## src/rtl/mmc1_cpu_bus_sync.sv

```systemverilog
// mmc1_cpu_bus_sync: oversamples the asynchronous NES cartridge CPU bus with CLK
// and turns every accepted write to $8000-$FFFF into one clean single-clock strobe
// for the MMC1 shift/register logic.
//
// Ports:
//   CLK, nRST              system clock, asynchronous active-low reset
//   CPU_M2 .. CPU_A14      raw cartridge bus (M2, /ROMSEL, R/W, D0, D7, A13, A14)
//   WR_STB                 one-CLK pulse per accepted ROM-space write
//   WR_REG                 {A14,A13} of that write, held until the next strobe
//   WR_D0                  D0 of that write (serial data bit)
//   WR_RESET               D7 of that write (shift-register reset request)
//   M2_IDLE                CPU clock absent (stalled or held in reset)
//
// Optional feature macro: MMC1_CONSEC_WRITE_FILTER_EN
//   When defined, a ROM write is ignored if the immediately preceding valid M2
//   cycle was also a ROM write (suppresses the 6502 read-modify-write double write).
module mmc1_cpu_bus_sync #(
  parameter int unsigned SYNC_STAGES = 2,
  parameter int unsigned MIN_HIGH    = 4,
  parameter int unsigned M2_TIMEOUT  = 255
) (
  input  logic       CLK,
  input  logic       nRST,
  input  logic       CPU_M2,
  input  logic       nCPU_ROMSEL,
  input  logic       nCPU_RW,
  input  logic       CPU_D0,
  input  logic       CPU_D7,
  input  logic       CPU_A13,
  input  logic       CPU_A14,
  output logic       WR_STB,
  output logic [1:0] WR_REG,
  output logic       WR_D0,
  output logic       WR_RESET,
  output logic       M2_IDLE
);

  localparam int unsigned BUS_W = 7;
  localparam int unsigned CAP_W = 6;
  localparam int unsigned SYN_W = SYNC_STAGES * BUS_W;
  localparam int unsigned HC_W  = $clog2(MIN_HIGH + 1);
  localparam int unsigned TO_W  = $clog2(M2_TIMEOUT + 1);

  // Capture register bit positions
  localparam int unsigned C_NROMSEL = 0;
  localparam int unsigned C_NRW     = 1;
  localparam int unsigned C_D0      = 2;
  localparam int unsigned C_D7      = 3;
  localparam int unsigned C_A13     = 4;
  localparam int unsigned C_A14     = 5;

  typedef enum logic [1:0] {
    ST_LOW  = 2'd0,
    ST_HIGH = 2'd1,
    ST_EVAL = 2'd2
  } state_e;

  state_e             state_q, state_d;
  logic [SYN_W-1:0]   sync_q;
  logic [SYNC_STAGES-1:0] vld_q;
  logic               vld_d1_q;
  logic               m2_prev_q;
  logic               low_seen_q, low_seen_d;
  logic [HC_W-1:0]    hcnt_q, hcnt_d;
  logic [CAP_W-1:0]   cap_q, cap_d;
  logic [TO_W-1:0]    to_cnt_q, to_cnt_d;
  logic               idle_q, idle_d;
  logic               stb_q, stb_d;
  logic [1:0]         reg_q, reg_d;
  logic               d0_q, d0_d;
  logic               rst_q, rst_d;

  logic [BUS_W-1:0]   bus_c;
  logic [BUS_W-1:0]   syn_c;
  logic               m2_s;
  logic               edge_c;
  logic               is_write_c;
  logic               filt_c;

  // All bus lines share one synchroniser so data stays aligned with M2
  assign bus_c      = {CPU_A14, CPU_A13, CPU_D7, CPU_D0, nCPU_RW, nCPU_ROMSEL, CPU_M2};
  assign syn_c      = sync_q[SYN_W-1 -: BUS_W];
  assign m2_s       = syn_c[0];
  // Edges only count once the chain holds real samples, not reset zeros
  assign edge_c     = vld_d1_q & (m2_s ^ m2_prev_q);
  assign is_write_c = ~cap_q[C_NROMSEL] & ~cap_q[C_NRW];

`ifdef MMC1_CONSEC_WRITE_FILTER_EN
  logic prev_write_q, prev_write_d;

  assign filt_c = prev_write_q;

  // Remembers whether the last evaluated M2 cycle was a ROM write
  always_comb begin
    prev_write_d = prev_write_q;
    if (idle_q) begin
      prev_write_d = 1'b0;
    end else if (state_q == ST_EVAL) begin
      prev_write_d = is_write_c;
    end
  end

  always_ff @(posedge CLK or negedge nRST) begin
    if (!nRST) begin
      prev_write_q <= 1'b0;
    end else begin
      prev_write_q <= prev_write_d;
    end
  end
`else
  assign filt_c = 1'b0;
`endif

  // Next-state and output logic
  always_comb begin
    state_d    = state_q;
    hcnt_d     = hcnt_q;
    cap_d      = cap_q;
    stb_d      = 1'b0;
    reg_d      = reg_q;
    d0_d       = d0_q;
    rst_d      = rst_q;
    low_seen_d = low_seen_q | (vld_q[SYNC_STAGES-1] & ~m2_s);

    unique case (state_q)
      ST_LOW: begin
        // A high phase already in progress at reset release is not evaluable
        if (m2_s && low_seen_q) begin
          state_d = ST_HIGH;
          hcnt_d  = '0;
        end
      end
      ST_HIGH: begin
        if (m2_s) begin
          cap_d = syn_c[BUS_W-1:1];
          if (hcnt_q != HC_W'(MIN_HIGH)) begin
            hcnt_d = hcnt_q + HC_W'(1);
          end
        end else if (hcnt_q == HC_W'(MIN_HIGH)) begin
          state_d = ST_EVAL;
        end else begin
          state_d = ST_LOW;
        end
      end
      ST_EVAL: begin
        if (is_write_c && !filt_c) begin
          stb_d = 1'b1;
          reg_d = {cap_q[C_A14], cap_q[C_A13]};
          d0_d  = cap_q[C_D0];
          rst_d = cap_q[C_D7];
        end
        hcnt_d  = '0;
        state_d = m2_s ? ST_HIGH : ST_LOW;
      end
      default: begin
        state_d = ST_LOW;
      end
    endcase

    // M2 watchdog: cleared on every synced edge, saturates at the timeout
    if (edge_c) begin
      to_cnt_d = '0;
    end else if (to_cnt_q != TO_W'(M2_TIMEOUT)) begin
      to_cnt_d = to_cnt_q + TO_W'(1);
    end else begin
      to_cnt_d = to_cnt_q;
    end
    idle_d = edge_c ? 1'b0 : (idle_q | (to_cnt_d == TO_W'(M2_TIMEOUT)));
  end

  // State and data registers
  always_ff @(posedge CLK or negedge nRST) begin
    if (!nRST) begin
      state_q    <= ST_LOW;
      sync_q     <= '0;
      vld_q      <= '0;
      vld_d1_q   <= 1'b0;
      m2_prev_q  <= 1'b0;
      low_seen_q <= 1'b0;
      hcnt_q     <= '0;
      cap_q      <= '1;
      to_cnt_q   <= '0;
      idle_q     <= 1'b1;
      stb_q      <= 1'b0;
      reg_q      <= 2'b00;
      d0_q       <= 1'b0;
      rst_q      <= 1'b0;
    end else begin
      state_q    <= state_d;
      sync_q     <= {sync_q[SYN_W-BUS_W-1:0], bus_c};
      vld_q      <= {vld_q[SYNC_STAGES-2:0], 1'b1};
      vld_d1_q   <= vld_q[SYNC_STAGES-1];
      m2_prev_q  <= m2_s;
      low_seen_q <= low_seen_d;
      hcnt_q     <= hcnt_d;
      cap_q      <= cap_d;
      to_cnt_q   <= to_cnt_d;
      idle_q     <= idle_d;
      stb_q      <= stb_d;
      reg_q      <= reg_d;
      d0_q       <= d0_d;
      rst_q      <= rst_d;
    end
  end

  assign WR_STB   = stb_q;
  assign WR_REG   = reg_q;
  assign WR_D0    = d0_q;
  assign WR_RESET = rst_q;
  assign M2_IDLE  = idle_q;

endmodule

```

## config.mk

```make
export PLATFORM = sky130hd
export DESIGN_NAME = mmc1_cpu_bus_sync
export DESIGN_NICKNAME = d
export VERILOG_FILES = /design/src/rtl/mmc1_cpu_bus_sync.sv
export SDC_FILE = /design/constraint.sdc
export NUM_CORES = 1
export LEC_CHECK = 0
export BUFFER_PORTS_ARGS = -buffer_cell sky130_fd_sc_hd__buf_2
export CAP_MARGIN = 20
export CORE_MARGIN = 2
export CORE_UTILIZATION = 57
export CTS_CLUSTER_DIAMETER = 150
export DETAILED_ROUTE_END_ITERATION = 12
export GPL_ROUTABILITY_DRIVEN = 0
export PLACE_DENSITY_LB_ADDON = 0.08
export SYNTH_ARGS = -nofsm -noshare
export SYNTH_HDL_FRONTEND = slang
export SYNTH_SLANG_ARGS = --single-unit
```

## constraint.sdc

```tcl
create_clock -name CLK -period 2 [get_ports CLK]
set_input_delay 0.2 -clock CLK [delete_from_list [all_inputs] [get_ports CLK]]
set_output_delay 0.2 -clock CLK [all_outputs]
set_load 0.1 [all_outputs]
```

# After elaboration in Yosys (flattened, before gate mapping)
# Cells that the tools add are included.
[totals]
reg_bits = 44
input_bits = 9
output_inout_bits = 6
word_cells = 56
[classes]
addsub = 2
eq_ne = 10
muxes = 14
bitwise = 9
n_reduce_logical = 7
[ops]
columns = ["operator", "count"]
rows = [
  ["$mux W8", 2],
  ["$mux W3", 3],
  ["$pmux W3 S3", 1],
  ["$add A8 B1 Y8 const B", 1],
  ["$eq A8 B8 Y1 const B", 1],
  ["$ne A2 B2 Y1 const B", 4],
  ["$ne A8 B8 Y1 const B", 1],
  ["$mux W2", 3],
  ["$pmux W2 S3", 1],
  ["$reduce_and A2 Y1", 3],
  ["$mux W1", 4],
  ["$reduce_and A4 Y1", 1],
  ["$add A3 B1 Y3 const B", 1],
  ["$and A1 B1 Y1", 3],
  ["$eq A3 B3 Y1 const B", 1],
  ["$ne A3 B3 Y1 const B", 1],
  ["$not A1 Y1", 3],
  ["$reduce_bool A3 Y1", 1],
  ["$eq A2 B1 Y1 const B", 1],
  ["$eq A2 B2 Y1 const B", 1],
  ["$logic_not A2 Y1", 1],
  ["$or A1 B1 Y1", 2],
  ["$logic_and A1 B1 Y1", 1],
  ["$xor A1 B1 Y1", 1],
]

# Longest topological paths before layout
# Gate-level depths: netlist of the first run.
[logic_depth]
word_depth = 6
ltp_mapped = 6
ltp_nobuf = 6

# Worst setup path after synthesis of the first run
# Ideal clock, no wire load.
[synth_path]
path_type = "register to register"
startpoint = "reg to_cnt_q[0]"
endpoint = "reg idle_q (netlist: M2_IDLE)"
setup_time_ns = 0.086
arrival_ns = 1.694
t_required_ns = 1.914
setup_slack_ns = 0.220
path_stages_with_launch = 6
n_path_buf = 0
synth_period_minus_slack_ns = 1.780
path_cell_list = "dfrtp_1 > ha_1 > nand4_2 > or3_1 > a2111o_1 > o31ai_2"
[synth_between]
elab_chain_len = 6
elab_cells_between_ends = 7
classes_between = "add/sub (1); eq/ne (2); mux (3); bitwise (1)"
[synth_lines]
columns = ["element", "line", "text"]
rows = [
  ["start: declaration", "66", "logic [TO_W-1:0] to_cnt_q, to_cnt_d;"],
  ["start signal: assignment", "197", "to_cnt_q <= to_cnt_d;"],
  ["$add A8 B1 Y8 or $ne A8 B8 Y1 (tied branches)", "164, 163", ""],
  ["$mux W8 *", "163", "end else if (to_cnt_q != TO_W'(M2_TIMEOUT)) begin"],
  ["$mux W8 *", "161", "if (edge_c) begin"],
  ["$eq A8 B8 Y1 *", "168", "idle_d = edge_c ? 1'b0 : (idle_q | (to_cnt_d == TO_W'(M2_TIMEOUT)));"],
  ["$or A1 B1 Y1 *", "168", ""],
  ["$mux W1 *", "168", ""],
  ["named net idle_d", "67", "logic idle_q, idle_d;"],
  ["end signal: assignment", "198", "idle_q <= idle_d;"],
  ["end: declaration", "67", ""],
]
# Mark *: on every way through the listed nets, which the timed path passes. The rest lies on a longest branch.
# A chain may end at the register's enable or synchronous reset.

# Worst setup path after layout of the first run
# Same ends and word-level chain as after synthesis.

==> out/summary.md, run 1 <==
* **result of the run** complete, no violations
* **number of port buffers** 14
* **area enclosed by the die boundary** 3415 sq um
* **most area-consuming cells after synthesis** sky130_fd_sc_hd__dfrtp_1 55%, sky130_fd_sc_hd__dfstp_2 11%, sky130_fd_sc_hd__mux2_2 4.0%
* **maximum resistive drop on vdd** 0.7149 mV
* **growth of design area from synthesis to finish** 16.44%
* **area share of the largest cell type after synthesis** 54.81%
* **final period utilization** 91.98%
* **number of buffers added by the clock tree synthesis step** 5
* **final hold violations** 0
* **top flip-flop cell by instance count after synthesis** sky130_fd_sc_hd__dfrtp_1
* **ratio of cells with drive above 1 in the final layout** 28.66%
* **via-per-instance ratio** 5.452
* **Cells after Synth** 127
* **crit path max fanout** 6
* **proportion of synthesized chip area in sequential cells** 65.70%
* **slowest CP cell** sky130_fd_sc_hd__dfrtp_1
* **number of max-cap violations** 0
* **clock root buffer** sky130_fd_sc_hd__clkbuf_4
* **sum of negative setup slack** 0 ns
* **synthesized area per cell** 13.30 sq um
* **critical path required time** 2.27 ns
* **overall power consumption** 1.817 mW
* **library cell with the largest summed area after synthesis** sky130_fd_sc_hd__dfrtp_1
* **Hold WC Path Type** input pin to async pin
* **antenna viol nets, final** 0
* **Detailed Routing Iterations Pass 1** 4
* **post-synthesis net count** 139
* **most instantiated library cell after synthesis** sky130_fd_sc_hd__dfrtp_1
* **total via count after detailed routing** 1,025
* **endpoint kind of the worst setup timing path** flop
* **total power per unit cell area** 924.0 nW/um^2
* **number of DRC violations after detailed routing** 0
* **global-route usage over all layers** 18.58%
* **TritonCTS clock tree** built
* **achievable frequency** 543.6 MHz
* **critical path's largest stage delay** 0.45 ns
* **number of enable-type register cells in the synthesized netlist** 0
* **htree depth** 2
* **residual overflow from global routing** 0
* **area of the core** 2781 sq um
* **Reg clk slew, reported paths** 0.12 ns
* **Worst-Skew Late Latency** 0.35 ns
* **share of async-settable or async-resettable flops after synthesis** 100.0%
* **type of origin of the critical path** flop
* **Netlist cell types** 37
* **1st-iter DRT viols** 24
* **CTS Sinks** 44
* **final worst clock skew** 0.008439 ns
* **Cell Rows** 19
* **vias in the first global route** 1,018
* **number of buffers inserted by post-CTS setup repair** 0
* **critical path type** flop to flop
* **DRT Wirelength** 2500 um
* **final period demand of the worst path** 1.840 ns
* **antenna violations before repair** 0
* **global-route wire length before repair** 4505 um
* **Mapped Area** 1689 sq um
* **number of failing setup endpoints in the final timing report** 0
* **number of instances resized during post-cts repair** 0
* **cell leakage power** 0.9050 nW
* **diode count** 0
* **horizontal extent of the die** 58.44 um
* **Yosys warning total** 0
* **routed len/inst** 13.30 um
* **floorplan die height** 58.44 um
* **final hold slack** 0.3446 ns
* **final HPWL from detailed placement** 1668 um
* **boundary pin count** 15
* **maximum count of clock buffers along a single path** 2
* **synth cell count leaders** 37 x sky130_fd_sc_hd__dfrtp_1, 10 x sky130_fd_sc_hd__nand2_1, 7 x sky130_fd_sc_hd__dfstp_2, 7 x sky130_fd_sc_hd__nor2_1, 6 x sky130_fd_sc_hd__mux2_2
* **Cell Chain, Critical Path** ha_1 -> nand4_2 -> or3_1 -> a2111o_1 -> o31ai_2
* **synthesis-stage register bit count** 44
* **Critical Path AT** 2.11 ns
* **effective utilization at floorplan** 60.73%
* **final net count** 168
* **Filler cells** 193
* **maximum number of pins on one net before global-route repair** 45
* **unrepaired setup endpoints after global routing** false
* **final cell utilization of the core** 70.72%
* **max-slew violation total from the final report** 0
worst paths after layout:
kind,end,cells past startpoint,start,slack [ns]
min in group CLK,sync_q[7],0,sync_q[0],0.37
max in group asynchronous,M2_IDLE,3,nRST,1.39
hold / removal,hcnt_q[0],3,nRST,0.34
setup reg to reg,M2_IDLE,5,to_cnt_q[0],0.16
hold reg to reg,sync_q[7],0,sync_q[0],0.37
setup / recovery,M2_IDLE,5,to_cnt_q[0],0.16
cell type report:
cell class	instances	area, sq um	share of cell area, %
multi-input combinational	76	551.8	28.05
timing repair buffer	25	185.2	9.415
clock buffer	6	51.30	2.608
tap	31	38.79	1.972
sequential	44	1110	56.42
clock inverter	2	15.01	0.7634
inverter	4	15.01	0.7634
sequential cells by signal (all words and copies together), names as in the netlist:
register    count
M2_IDLE         1
WR_STB          1
vld_q           2
hcnt_q          3
m2_prev_q       1
state_q         2
vld_d1_q        1
sync_q         14
WR_RESET        1
WR_REG          2
to_cnt_q        8
low_seen_q      1
WR_D0           1
cap_q           6
cells by family after synthesis:
logic type | count (synthesis) | share of synthesized area [%]
adder cells (fa/ha/maj) | 3 | 2.222
AO/OA/AOI/OAI | 20 | 8.443
flip-flops | 44 | 65.70
buffers and inverters | 7 | 1.629
multiplexers | 13 | 8.444
AND/OR/NAND/NOR | 37 | 12.30
other | 1 | 0.2220
XOR/XNOR | 2 | 1.037
power by group:
part / internal, mW / switching, mW
Clock: 0.171 / 0.268
Sequential: 0.998 / 0.0985
Combinational: 0.118 / 0.163
layer usage:
layer	vias to the layer above	part of all wire (%)	GRT usage, %
met5	-	0	0
met4	0	2.8	12.29
met3	7	4.0	6.374
met2	18	45	26.65
met1	490	48	24.02
li1	510	-	-
critical path: cells and delay by family (launching register included):
| family | cells | cell delay [ns] |
|---|---|---|
| AO/OA/AOI/OAI | 2 | 0.56 |
| AND/OR/NAND/NOR | 2 | 0.53 |
| flip-flops | 1 | 0.45 |
| adder cells (fa/ha/maj) | 1 | 0.22 |
cells in the final DEF (no fill, tap or decap), types with 2 or more instances in the layout:
master / instances
sky130_fd_sc_hd__a211oi_1: 2
sky130_fd_sc_hd__a21o_1: 2
sky130_fd_sc_hd__a21oi_1: 2
sky130_fd_sc_hd__a31oi_1: 4
sky130_fd_sc_hd__and3_2: 2
sky130_fd_sc_hd__buf_2: 14
sky130_fd_sc_hd__buf_4: 2
sky130_fd_sc_hd__clkbuf_4: 5
sky130_fd_sc_hd__clkinvlp_4: 2
sky130_fd_sc_hd__dfrtp_1: 37
sky130_fd_sc_hd__dfstp_2: 7
sky130_fd_sc_hd__dlygate4sd3_1: 8
sky130_fd_sc_hd__ha_1: 3
sky130_fd_sc_hd__inv_1: 4
sky130_fd_sc_hd__mux2_1: 4
sky130_fd_sc_hd__mux2_2: 6
sky130_fd_sc_hd__mux2i_1: 3
sky130_fd_sc_hd__nand2_1: 10
sky130_fd_sc_hd__nand3_1: 4
sky130_fd_sc_hd__nor2_1: 7
sky130_fd_sc_hd__nor3_1: 4
sky130_fd_sc_hd__o21ai_0: 5
metrics by stage:
step	std cells	setup slack [ns]	area, sq um
floorplan	127	0.2201	1689
global placement	172	0.2599	1821
detailed placement	172	0.2087	1821
CTS	188	0.1570	1967
global route	188	0.03478	1967
finish	188	0.1604	1967
what timing repair did:
| item | in CTS | in global routing |
|---|---|---|
| hold buffers | 8 | 0 |
| endpoints found under the hold margin | 44 | 0 |
| setup endpoints to repair | 0 | 0 |
Note: power is estimated with default switching activity, not from simulation.
==> run 2, diff against run 1 <==
- CELL_PAD_IN_SITES_DETAIL_PLACEMENT: default -> 0
- CELL_PAD_IN_SITES_GLOBAL_PLACEMENT: default -> 1
- CORE_UTILIZATION: 57 -> 47
==> run 2 against run 1 <==
Via count is 0.88% higher. Cell area is 1.2% higher. Combinational power hardly changed. Largest power group unchanged. Highest routed layer unchanged. Clock skew is 0.0054 ns higher. First-iteration DRC count is 130% higher. Count of clock-buffer cells in the layout stayed put. Power is 4.8% higher. Die area is 20% higher. Critical endpoint unchanged.
==> out/summary.md, run 2 (synthesized netlist as in run 1, its figures left out) <==
* **final worst clock skew** 0.01385 ns, +0.005408 ns
* **number of DRC violations after detailed routing** 0, unchanged
* **number of max-cap violations** 0, unchanged
* **endpoint kind of the worst setup timing path** flop
* **max-slew violation total from the final report** 0, unchanged
* **clock network fraction of total power** 27.8%, +3.6 points
* **total power per unit cell area** 957.1 nW/um^2, +3.6%
* **number of failing setup endpoints in the final timing report** 0, unchanged
* **area enclosed by the die boundary** 4090 sq um, +20%
* **result of the run** complete, no violations
* **floorplan die height** 63.95 um, +9.4%
* **slew margin rel.** 60.48%
* **TritonCTS clock tree** built
* **area occupied by multi-input gates** 551.8 sq um, unchanged
* **via-per-instance ratio** 5.069, -7.0%
* **sum of negative setup slack** 0 ns, unchanged
* **critical path type** flop to flop
* **ratio of cells with drive above 1 in the final layout** 28.48%, -0.18 points
* **DRT Wirelength** 2615 um, +4.6%
* **Seq. cell area** 1110 sq um, unchanged
* **effective utilization at floorplan** 49.83%, -11 points
* **reg2reg start** to_cnt_q[0]
* **Filler cells** 269, +39%
* **number of cells on the worst reg-to-reg path** 5, unchanged
* **area of the core** 3390 sq um, +22%
* **unrepaired setup endpoints after global routing** false
* **launching element of the worst setup path** to_cnt_q[0]
* **Critical Path AT** 2.08 ns, -0.03 ns
* **Reg2Reg Capture Point** M2_IDLE
* **htree depth** 2, unchanged
* **final cell utilization of the core** 58.73%, -12 points
* **Cell Chain, Critical Path** ha_1 -> nand4_2 -> or3_1 -> a2111o_1 -> o31ai_2
* **vias in the first global route** 1,045, +2.7%
* **fraction of power consumed by combinational cells** 14.7%, -0.8 points
* **growth of design area from synthesis to finish** 17.85%
* **most common cell after layout, fill and taps aside** sky130_fd_sc_hd__dfrtp_1
* **Sequential Power Share** 57.6%, -2.7 points
* **critical path's largest stage delay** 0.45 ns, about the same
* **1st-iter DRT viols** 56, +130%
* **final period demand of the worst path** 1.792 ns, -0.04748 ns
* **registers with the most flip-flops** sync_q x14, to_cnt_q x8, cap_q x6
* **most used cells in the layout excluding fill and tap cells** 37 x sky130_fd_sc_hd__dfrtp_1, 14 x sky130_fd_sc_hd__buf_2, 10 x sky130_fd_sc_hd__nand2_1, 8 x sky130_fd_sc_hd__dlygate4sd3_1
* **Detailed Routing Iterations Pass 1** 4, unchanged
* **boundary pin count** 15, unchanged
* **final HPWL from detailed placement** 1879 um, +13%
* **total via count after detailed routing** 1,034, +0.88%
* **global-route wire length before repair** 4747 um, +5.4%
* **CTS Sinks** 44, unchanged
* **worst slew pin tran** 0.5928 ns
* **maximum count of clock buffers along a single path** 2, unchanged
* **Reg clk slew, reported paths** 0.13 ns, about the same
* **sw frac** 27.78%, -1.4 points
* **Hold WC Path Type** input pin to async pin
* **flip-flop count of the largest register, all copies and words added** 14, unchanged
* **critical path required time** 2.29 ns, +0.02 ns
* **final period utilization** 89.61%, -2.4 points
* **number of instances resized during post-cts repair** 0, unchanged
* **number of buffers added by the clock tree synthesis step** 5, unchanged
* **maximum number of pins on one net before global-route repair** 30, -33%
* **diode count** 0, unchanged
* **FF-to-FF setup slack** 0.21 ns, +0.05 ns
* **final hold slack** 0.3611 ns, +0.01652 ns
* **global-route usage over all layers** 15.60%, -3.0 points
* **Int Power** 1.376 mW, +6.9%
* **routed len/inst** 12.82 um, -3.6%
* **clock root buffer** sky130_fd_sc_hd__clkbuf_4
* **type of origin of the critical path** flop
* **slowest CP cell** sky130_fd_sc_hd__dfrtp_1
* **final hold violations** 0, unchanged
* **crit path max fanout** 6, unchanged
* **cell leakage power** 0.9170 nW, +1.3%
* **maximum resistive drop on vdd** 0.5614 mV, -21%
* **Worst-Skew Late Latency** 0.35 ns, about the same
* **achievable frequency** 558.0 MHz, +2.6%
* **horizontal extent of the die** 63.95 um, +9.4%
* **residual overflow from global routing** 0, unchanged
* **switching power of the nets** 0.5292 mW, -0.20%
* **Cell Rows** 21, +2
* **final net count** 169, +0.60%
* **antenna violations before repair** 0, unchanged
* **number of port buffers** 14, unchanged
* **largest register by flop count** sync_q
* **antenna viol nets, final** 0, unchanged
* **termination of the worst setup path** M2_IDLE
==> run 2: through the flow <==
stage                     instance area [sq um]  total power, mW  worst slack, ns  std cells
after floorplan                            1689            1.296           0.2201        127
after global placement                     1834            1.369           0.2447        188
after detailed placement                   1834            1.383           0.2218        188
after CTS                                  1991            1.919           0.2091        204
after global routing                       1991            2.015           0.1196        204
final                                      1991            1.905           0.2078        204
==> run 2: worst min-delay path by stage <==
| stage | startpoint | end | depth (start not counted) |
|---|---|---|---|
| CTS | sync_q[3] | sync_q[10] | 0 |
| global route | sync_q[3] | sync_q[10] | 0 |
| global placement | nRST | to_cnt_q[6] | 1 |
| floorplan | nRST | WR_D0 | 0 |
| detailed placement | nRST | WR_STB | 1 |
| finish | nRST | WR_STB | 2 |
==> run 2: metal layers <==
metal  up-vias  wire length [um]  share of wire, %  track usage (%)
li1        508                 -                 -                -
met1       503              1210                46            19.67
met2        17              1253                48            24.22
met3         6                95               3.6            5.282
met4         0                56               2.1            7.337
met5         -                 0                 0                0
==> run 2: timing repair <==
action / 4_1_cts / 5_1_grt
setup buffers: 0 / 0
hold buffers: 8 / 0
setup endpoints to repair: 0 / 0
endpoints found under the hold margin: 29 / 0
==> run 2: critical path, delay by kind of cell (launching register included) <==
kind / cells / cell delay, ns
AO/OA/AOI/OAI: 2 / 0.55
adder cells (fa/ha/maj): 1 / 0.21
flip-flops: 1 / 0.45
AND/OR/NAND/NOR: 2 / 0.52
==> run 2: power by group through the flow <==
| stage | clock [mW] | sequential, mW | combinational, mW |
|---|---|---|---|
| final | 0.529 | 1.10 | 0.280 |
| after global placement | 0 | 1.11 | 0.264 |
| after floorplan | 0 | 1.13 | 0.170 |
| after detailed placement | 0 | 1.11 | 0.271 |
| after global routing | 0.581 | 1.12 | 0.318 |
| after CTS | 0.540 | 1.10 | 0.283 |
==> run 2: layout make-up <==
type / instances / share of cell area, %
Inverter: 4 / 0.7542
Clock inverter: 2 / 1.760
Sequential cell: 44 / 55.75
Tap cell: 46 / 2.891
Timing Repair Buffer: 26 / 9.051
Clock buffer: 6 / 2.074
Multi-Input combinational cell: 76 / 27.72
